==> config.mk <==
export PLATFORM = sky130hd
export DESIGN_NAME = core_sequencer
export DESIGN_NICKNAME = d
export VERILOG_FILES = /design/src/rtl/core_sequencer.sv
export SDC_FILE = /design/constraint.sdc
export NUM_CORES = 1
export LEC_CHECK = 0
export BUFFER_PORTS_ARGS = -buffer_cell sky130_fd_sc_hd__buf_4
export CAP_MARGIN = 20
export CORE_MARGIN = 2
export CORE_UTILIZATION = 39
export CTS_BUF_LIST = sky130_fd_sc_hd__clkbuf_8
export DETAILED_ROUTE_END_ITERATION = 10
export PLACE_DENSITY = 0.57
export SLEW_MARGIN = 10
export SYNTH_ARGS = -nofsm -noshare
export SYNTH_HDL_FRONTEND = slang
export SYNTH_SLANG_ARGS = --single-unit
==> constraint.sdc <==
create_clock -name clk -period 4.85 [get_ports clk]
set_input_delay 0.2425 -clock clk [delete_from_list [all_inputs] [get_ports clk]]
set_output_delay 0.2425 -clock clk [all_outputs]
set_load 0.02 [all_outputs]
==> src/rtl/core_sequencer.sv <==
// Instruction sequencer for core: steps each kernel position through weight fetch/load,
// activation fetch, execute and psum drain, driving a registered inst bus.
module core_sequencer #(
  parameter int unsigned row     = 8,
  parameter int unsigned col     = 8,
  parameter int unsigned addr_bw = 11,
  parameter int unsigned pad_cyc = 16
) (
  input  logic                   clk,
  input  logic                   reset,
  input  logic                   start,
  input  logic [3:0]             cfg_kij_num,
  input  logic [addr_bw-1:0]     cfg_nij_num,
  input  logic [addr_bw-1:0]     cfg_w_base,
  input  logic [addr_bw-1:0]     cfg_x_base,
  input  logic [addr_bw-1:0]     cfg_p_base,
  input  logic                   ofifo_valid,
  output logic [2*addr_bw+11:0]  inst,
  output logic                   busy,
  output logic                   done
);

  localparam int unsigned InstW  = 2 * addr_bw + 12;
  localparam int unsigned CntW   = addr_bw + 1;
  // Weights need at least row+col cycles to ripple through the array.
  localparam int unsigned PadEff = (pad_cyc > row + col) ? pad_cyc : row + col;

  localparam logic [CntW-1:0]    ColEnd  = CntW'(col);
  localparam logic [CntW-1:0]    ColLast = CntW'(col - 1);
  localparam logic [CntW-1:0]    PadLast = CntW'(PadEff - 1);
  localparam logic [addr_bw-1:0] ColA    = addr_bw'(col);
  localparam logic [InstW-1:0]   InstIdle = {1'b0, 1'b1, 1'b1, {addr_bw{1'b0}},
                                             1'b1, 1'b1, {addr_bw{1'b0}}, 7'b0};

  typedef enum logic [3:0] {
    StIdle, StWFetch, StWLoad, StWPad, StXFetch, StExec,
    StDrainWait, StDrainA, StDrainB, StDone
  } state_e;

  state_e             state_q, state_d;
  logic [CntW-1:0]    cnt_q, cnt_d;
  logic [3:0]         kij_q, kij_d, kij_num_q, kij_num_d;
  logic [addr_bw-1:0] nij_q, nij_d, w_base_q, w_base_d, x_base_q, x_base_d, p_base_q, p_base_d;
  logic [InstW-1:0]   inst_q, inst_d;
  logic               busy_q, busy_d, done_q, done_d;

  logic [CntW-1:0]    nij_ext, nij_last;
  assign nij_ext  = {1'b0, nij_q};
  assign nij_last = nij_ext - CntW'(1);

  always_comb begin
    state_d   = state_q;
    cnt_d     = cnt_q;
    kij_d     = kij_q;
    kij_num_d = kij_num_q;
    nij_d     = nij_q;
    w_base_d  = w_base_q;
    x_base_d  = x_base_q;
    p_base_d  = p_base_q;
    unique case (state_q)
      StIdle: begin
        if (start) begin
          kij_num_d = cfg_kij_num;
          nij_d     = cfg_nij_num;
          w_base_d  = cfg_w_base;
          x_base_d  = cfg_x_base;
          p_base_d  = cfg_p_base;
          cnt_d     = '0;
          kij_d     = '0;
          state_d   = (cfg_kij_num == '0 || cfg_nij_num == '0) ? StDone : StWFetch;
        end
      end
      StWFetch: begin
        if (cnt_q == ColEnd) begin cnt_d = '0; state_d = StWLoad; end
        else cnt_d = cnt_q + CntW'(1);
      end
      StWLoad: begin
        if (cnt_q == ColLast) begin cnt_d = '0; state_d = StWPad; end
        else cnt_d = cnt_q + CntW'(1);
      end
      StWPad: begin
        if (cnt_q == PadLast) begin cnt_d = '0; state_d = StXFetch; end
        else cnt_d = cnt_q + CntW'(1);
      end
      StXFetch: begin
        if (cnt_q == nij_ext) begin cnt_d = '0; state_d = StExec; end
        else cnt_d = cnt_q + CntW'(1);
      end
      StExec: begin
        if (cnt_q == nij_last) begin
          cnt_d   = '0;
          state_d = ofifo_valid ? StDrainA : StDrainWait;
        end else cnt_d = cnt_q + CntW'(1);
      end
      StDrainWait: if (ofifo_valid) state_d = StDrainA;
      StDrainA:    state_d = StDrainB;
      StDrainB: begin
        if (cnt_q != nij_last) begin
          cnt_d   = cnt_q + CntW'(1);
          state_d = ofifo_valid ? StDrainA : StDrainWait;
        end else begin
          cnt_d = '0;
          if (kij_q == kij_num_q - 4'd1) state_d = StDone;
          else begin
            kij_d   = kij_q + 4'd1;
            state_d = StWFetch;
          end
        end
      end
      StDone:  state_d = StIdle;
      default: state_d = StIdle;
    endcase
  end

  // Output fields are decoded from the next state so the inst register lines up with it.
  logic               acc, cen_p, wen_p, cen_x, wen_x, ofifo_rd, l0_rd, l0_wr, execute, load;
  logic [addr_bw-1:0] p_addr, x_addr, cnt_a, kij_a;
  assign cnt_a = cnt_d[addr_bw-1:0];
  assign kij_a = {{(addr_bw-4){1'b0}}, kij_d};

  always_comb begin
    acc = 1'b0; cen_p = 1'b1; wen_p = 1'b1; p_addr = '0;
    cen_x = 1'b1; wen_x = 1'b1; x_addr = '0;
    ofifo_rd = 1'b0; l0_rd = 1'b0; l0_wr = 1'b0; execute = 1'b0; load = 1'b0;
    unique case (state_d)
      StWFetch: begin
        if (cnt_d != ColEnd) begin
          cen_x  = 1'b0;
          x_addr = w_base_d + kij_a * ColA + cnt_a;
        end
        l0_wr = (cnt_d != '0);
      end
      StWLoad: begin l0_rd = 1'b1; load = 1'b1; end
      StXFetch: begin
        if (cnt_d != nij_ext) begin
          cen_x  = 1'b0;
          x_addr = x_base_d + cnt_a;
        end
        l0_wr = (cnt_d != '0);
      end
      StExec: begin l0_rd = 1'b1; execute = 1'b1; end
      StDrainA: begin
        ofifo_rd = 1'b1;
        if (kij_d != '0) begin cen_p = 1'b0; p_addr = p_base_d + cnt_a; end
      end
      StDrainB: begin
        cen_p = 1'b0; wen_p = 1'b0; p_addr = p_base_d + cnt_a;
        acc   = (kij_d != '0);
      end
      default: ;
    endcase
    inst_d = {acc, cen_p, wen_p, p_addr, cen_x, wen_x, x_addr,
              ofifo_rd, 1'b0, 1'b0, l0_rd, l0_wr, execute, load};
    busy_d = (state_d != StIdle) && (state_d != StDone);
    done_d = (state_d == StDone);
  end

  always_ff @(posedge clk or negedge reset) begin
    if (!reset) begin
      state_q   <= StIdle;
      cnt_q     <= '0;
      kij_q     <= '0;
      kij_num_q <= '0;
      nij_q     <= '0;
      w_base_q  <= '0;
      x_base_q  <= '0;
      p_base_q  <= '0;
      inst_q    <= InstIdle;
      busy_q    <= 1'b0;
      done_q    <= 1'b0;
    end else begin
      state_q   <= state_d;
      cnt_q     <= cnt_d;
      kij_q     <= kij_d;
      kij_num_q <= kij_num_d;
      nij_q     <= nij_d;
      w_base_q  <= w_base_d;
      x_base_q  <= x_base_d;
      p_base_q  <= p_base_d;
      inst_q    <= inst_d;
      busy_q    <= busy_d;
      done_q    <= done_d;
    end
  end

  assign inst = inst_q;
  assign busy = busy_q;
  assign done = done_q;

endmodule

* Yosys cells after proc, flatten, opt, wreduce, memory -nomap -nowiden
Index checks and enable logic that the tools add are counted.
** Storage, ports and cells
- Flip-flop bits (word level) :: 101
- Bits of input ports :: 52
- Output and inout port bits :: 36
- Logic and storage cells :: 102
** Cells by class
- Add/sub/neg operators :: 8
- Equality and inequality tests :: 25
- Mux-type cells :: 47
- Reductions and logical operators :: 11
** Operator list (count)
- $mux 11 :: 9
- $mux 12 :: 7
- $pmux 12 s7 :: 1
- $mux 4 :: 13
- $pmux 11 s2 :: 2
- $pmux 4 s9 :: 1
- $add 11x11->11 :: 3
- $eq 4x3->1 const B :: 7
- $eq 12x4->1 const B :: 2
- $add 12x1->12 const B :: 1
- $eq 12x11->1 :: 1
- $eq 12x12->1 :: 1
- $eq 12x3->1 const B :: 1
- $eq 4x2->1 const B :: 3
- $eq 4x4->1 const B :: 3
- $ne 12x11->1 :: 1
- $ne 12x12->1 :: 1
- $ne 12x4->1 const B :: 1
- $reduce_bool 12->1 :: 1
- $sub 11x1->12 const B :: 1
- $add 11x7->11 :: 1
- $logic_not 11->1 :: 1
- $mux 1 :: 11
- $eq 4x1->1 const B :: 2
- other kinds (12) :: 16

* Depth between registers and ports, before layout
- Depth after elaboration :: 9
- Depth in mapped cells :: 23
- Gate-level depth less buffers :: 23

* Worst setup path after synthesis
OpenSTA, ideal clock, no wires.
- Path kind :: flip-flop to flip-flop
- From :: reg state_q[1]
- To :: reg inst_q[17], in the netlist inst[17]
- Library setup time :: 0.135 ns
- Arrival time :: 4.433 ns
- Data required time :: 4.715 ns
- Slack :: 0.282 ns
- Stages on the path, launching flop included :: 20
- Path buffers :: 4
- Period minus slack after synthesis :: 4.568 ns
- Cells stage by stage :: dfrtp_1 > clkbuf_1 > nor2_1 > nand3_1 > clkbuf_1 > buf_1 > buf_1 > mux2i_1 > fa_1 > inv_1 > ha_1 > a21oi_1 > o21bai_1 > a21oi_1 > o21bai_1 > a21oi_1 > o21ai_0 > xnor2_1 > xnor2_1 > o22ai_1
** Between the ends
- Word-level cells in the longest chain between the ends :: 6
- Elaborated cells between the ends (all ways) :: 31
- Those cells by class :: add/sub: 3; eq/ne: 12; mux: 15; reduce/logical: 1
** Ends and longest elaborated chain
- from (decl) :: RTL line 40 : state_e state_q, state_d;
- from (signal assigned) :: RTL line 160 : state_q <= StIdle;
- from (signal assigned) :: RTL line 172 : state_q <= state_d;
- $eq 4x4->1 or $logic_not 4->1 (tied branches) :: RTL line 60 : unique case (state_q)
- $pmux 4 s2 or $mux 11 (tied branches) :: RTL line 60
- $add 11x7->11 :: RTL line 129 : x_addr = w_base_d + kij_a * ColA + cnt_a;
- $add 11x11->11 :: RTL line 129
- $mux 11 :: RTL line 127 : if (cnt_d != ColEnd) begin
- $pmux 11 s2 (*) :: RTL line 125 : unique case (state_d)
- named net x_addr[10] :: RTL line 117 : logic [addr_bw-1:0] p_addr, x_addr, cnt_a, kij_a;
- to (signal assigned) :: RTL line 168 : inst_q <= InstIdle;
- to (signal assigned) :: RTL line 180 : inst_q <= inst_d;
- to (decl) :: RTL line 44 : logic [InstW-1:0] inst_q, inst_d;
Mark *: on every way through the listed nets, which the timed path passes. The rest lies on a longest branch.
A chain may end at the register's enable or synchronous reset.

* Final worst setup path
- From :: reg nij_q[0]
- To :: reg inst_q[17], in the netlist inst[17]
** Between the ends
- Word-level cells in the longest chain between the ends :: 8
- Elaborated cells between the ends (all ways) :: 24
- Those cells by class :: add/sub: 4; eq/ne: 7; mux: 13
** Ends and longest elaborated chain
- from (decl) :: RTL line 43 : logic [addr_bw-1:0] nij_q, nij_d, w_base_q, w_base_d, x_base_q, x_base_d, p_base_q, p_base_d;
- from (signal assigned) :: RTL line 176 : nij_q <= nij_d;
- $sub 11x1->12 :: RTL line 49 : assign nij_last = nij_ext - CntW'(1);
- $ne 12x12->1 :: RTL line 98 : if (cnt_q != nij_last) begin
- $mux 4 :: RTL line 98
- $pmux 4 s2 :: RTL line 60
- named net kij_d[0] :: RTL line 42 : logic [3:0] kij_q, kij_d, kij_num_q, kij_num_d;
- $add 11x7->11 :: RTL line 129
- $add 11x11->11 :: RTL line 129
- $mux 11 :: RTL line 127
- $pmux 11 s2 :: RTL line 125
- named net x_addr[10] :: RTL line 117
The timed path passes the listed nets, and every way through them passes these cells.

==> flow_summary.json <==
{
  "outcome": "completed",
  "post-place-ws_ns": 0.0188,
  "synth_top_family_by_area": "simple AND/OR/NAND/NOR gates",
  "cp.arrival_ns": 4.85,
  "die_y_um": 135,
  "synth_cells": 674,
  "start_util": 0.394,
  "ios": 88,
  "holdPathStages": 2,
  "yosys.area_share.adder": 0.0813,
  "crit_fanout": 5,
  "synth_top_area_frac": 0.364,
  "drt_iter0_markers": 287,
  "multi_input_area_sq_mm": 0.00392,
  "htree_levels": 3,
  "reg2reg_depth": 21,
  "synth_cell_types": 92,
  "setup_viol": 0,
  "io_buffers": 84,
  "fin_util": 0.474,
  "drt.antenna.violating_nets": 0,
  "grt_pass1_wl_mm": 29.3,
  "ys_seq_area_frac": 0.376,
  "slew_headroom": 0.388,
  "synthMuxAreaShare": 0.0860,
  "dp_hpwl_mm": 14.2,
  "fillCellCount": 1647,
  "hold_viol_final": 0,
  "die_x_um": 135,
  "period_needed_ns": 4.58,
  "routed_wl_mm": 18.4,
  "r2r_slack_ns": 0.27,
  "cts_tree": "done",
  "finalCritPeriodShare": 0.944,
  "endpoint_kind": "flop",
  "antenna-diode-count": 0,
  "regArea_sq_mm": 0.00253,
  "via_per_inst": 5.36,
  "synthSimpleGateAreaFrac": 0.158,
  "min_path_type": "in2reg",
  "grt_max_degree": 60,
  "clkLatencyLatePin_ns": 0.39,
  "p_leak_nw": 3.89,
  "nNetsFinal": 876,
  "rr_startpoint": "nij_q[0]",
  "ys_async_sr_fraction": 1.00,
  "vias": 5433,
  "synth_edf_count": 0,
  "tightest_slew_ns": 0.910,
  "synth.most_common_cell": "dfrtp_1",
  "crit_type": "reg2reg",
  "routedWlPerCell_um": 18.1,
  "num_rows": 48,
  "worstHoldStart": "cfg_nij_num[8]",
  "floorplan.die_area_sq_mm": 0.0183,
  "fmax_mhz": 218,
  "drive_gt1_frac": 0.294,
  "first_global_vias": 5500,
  "slew_viol_final": 0,
  "synthTopCellsByCount": "dfrtp_1 (98), xnor2_1 (52), inv_1 (43), mux2_2 (43), nor2_1 (41)",
  "synth.largest_area_cell": "dfrtp_1",
  "dr.pass1.iters": 5,
  "synth_xor_area_frac": 0.0988,
  "ir_drop_uv": 324,
  "place_area_sq_mm": 0.00777,
  "synth_area_sq_mm": 0.00674,
  "synth_flop_cell": "dfrtp_1",
  "cts_root_buf": "clkbuf_8",
  "synthTopCellsByArea": "dfrtp_1 (36%), mux2_2 (7.2%), xnor2_1 (6.8%)",
  "grt_overflow_total": 0,
  "place_congestion": 0.937,
  "fin_skew_ns": 0.0102,
  "synth_seq_cells": 101,
  "yosysWarnings": 0,
  "area_growth_pct": 20.3,
  "fin_area_sq_mm": 0.00811,
  "worst_hold_path.endpoint": "nij_q[8]",
  "avgSynthCellArea_sq_um": 10.0,
  "cap_violations": 0,
  "clk_pin_slew_worst_paths_ns": 0.10,
  "synth_compound_area_frac": 0.149,
  "clockBufferDepth": 2,
  "grt.total_usage": 0.207,
  "timing.rr.end": "inst[17]",
  "clkSinkCount": 101,
  "route.detailed.drc": 0,
  "critPathRequiredTime_ns": 5.12,
  "cts-buffers-inserted": 9,
  "setup_ws_ns": 0.271,
  "power_density_mw_per_mm2": 791,
  "core_sq_mm": 0.0171,
  "crit_path_start_kind": "flop",
  "antenna_found_initial": 0
}
routing by layer:
metal  vias up  GRT usage  share of wire
met3        20     0.0325          0.037
met2       128      0.348           0.49
li1       2607          -              -
met4         0     0.0602          0.017
met5         -          0              0
met1      2678      0.276           0.45
what timing repair did:
item,in CTS,in global routing
hold buffers,1,0
endpoints found under the hold margin,40,0
setup buffers,2,5
pin swaps,0,7
endpoints found under the setup margin,1,3
resized for setup,0,9
flip-flops by register name (all words and copies together), names as in the netlist:
register,count
busy,1
cnt_q,12
done,1
inst,31
kij_num_q,4
kij_q,4
nij_q,11
p_base_q,11
state_q,4
w_base_q,11
x_base_q,11
through the flow:
stage,setup TNS [ns],cells,total power (W),hold slack [ns]
2_1_floorplan,0,675,0.00444,-0.0531
3_3_place_gp,0,990,0.00560,0.254
3_5_place_dp,0,990,0.00563,0.266
4_1_cts,0,1009,0.00632,0.0802
5_1_grt,-0.0394,1014,0.00696,0.0791
6_report,0,1014,0.00641,0.0920
where the power goes:
part	leakage, nW	switching (W)	internal [W]
combinational	2.48	0.00243	0.00193
clock	0.123	0.000295	0.000337
sequential	1.29	0.000258	0.00117
kinds of logic (layout without fill, tap and decap cells):
family,Yosys count,count (layout)
and+or+nand+nor,191,191
AOI/OAI and AO/OA,134,134
DFF,101,101
buffers and inverters,77,191
xor gates and xnor gates,76,76
muxes,52,52
adders and majority gates,41,41
other,2,3
worst max path at each step:
stage / start / to / cells after the start
floorplan: state_q[1] / inst[17] / 19
global placement: nij_q[1] / inst[17] / 22
detailed placement: nij_q[1] / inst[17] / 22
CTS: nij_q[1] / inst[17] / 23
global route: nij_q[1] / inst[17] / 23
finish: nij_q[0] / inst[17] / 21
layout make-up:
type                            instances  share of cell area
Multi-Input combinational cell        497               0.483
Sequential cell                       101               0.312
Timing Repair Buffer                  129               0.120
Tap cell                              225              0.0347
Inverter                               46              0.0213
Clock buffer                            9              0.0153
Clock inverter                          7              0.0134
cell usage in the layout, fill, tap and decap left out, drive strengths merged, types with 19 or more instances in the layout:
master / synthesis / final
a21oi: 28 / 28
buf: 20 / 128
dfrtp: 98 / 98
ha: 35 / 35
inv: 46 / 49
mux2: 44 / 44
nand2: 40 / 40
nand3: 19 / 19
nor2: 44 / 44
nor3: 21 / 21
o21ai: 25 / 25
xnor2: 52 / 52
xor2: 24 / 24
critical path, cell delays in order, from the launching register on:
cell and delay [ns]:
dfrtp_1 0.40, buf_4 0.16, or4_4 0.55, nor2_1 0.13
a221o_1 0.25, o221ai_4 0.17, nor2_4 0.20, nand3b_2 0.14
o21ai_2 0.20, inv_1 0.08, fa_1 0.51, inv_1 0.05
ha_1 0.34, a21oi_2 0.18, o21bai_1 0.10, a21oi_2 0.17
o21bai_1 0.10, a21oi_2 0.18, o21ai_0 0.13, xnor2_1 0.19
xnor2_1 0.14, o22ai_1 0.10
(Power assumes the default switching activity.)
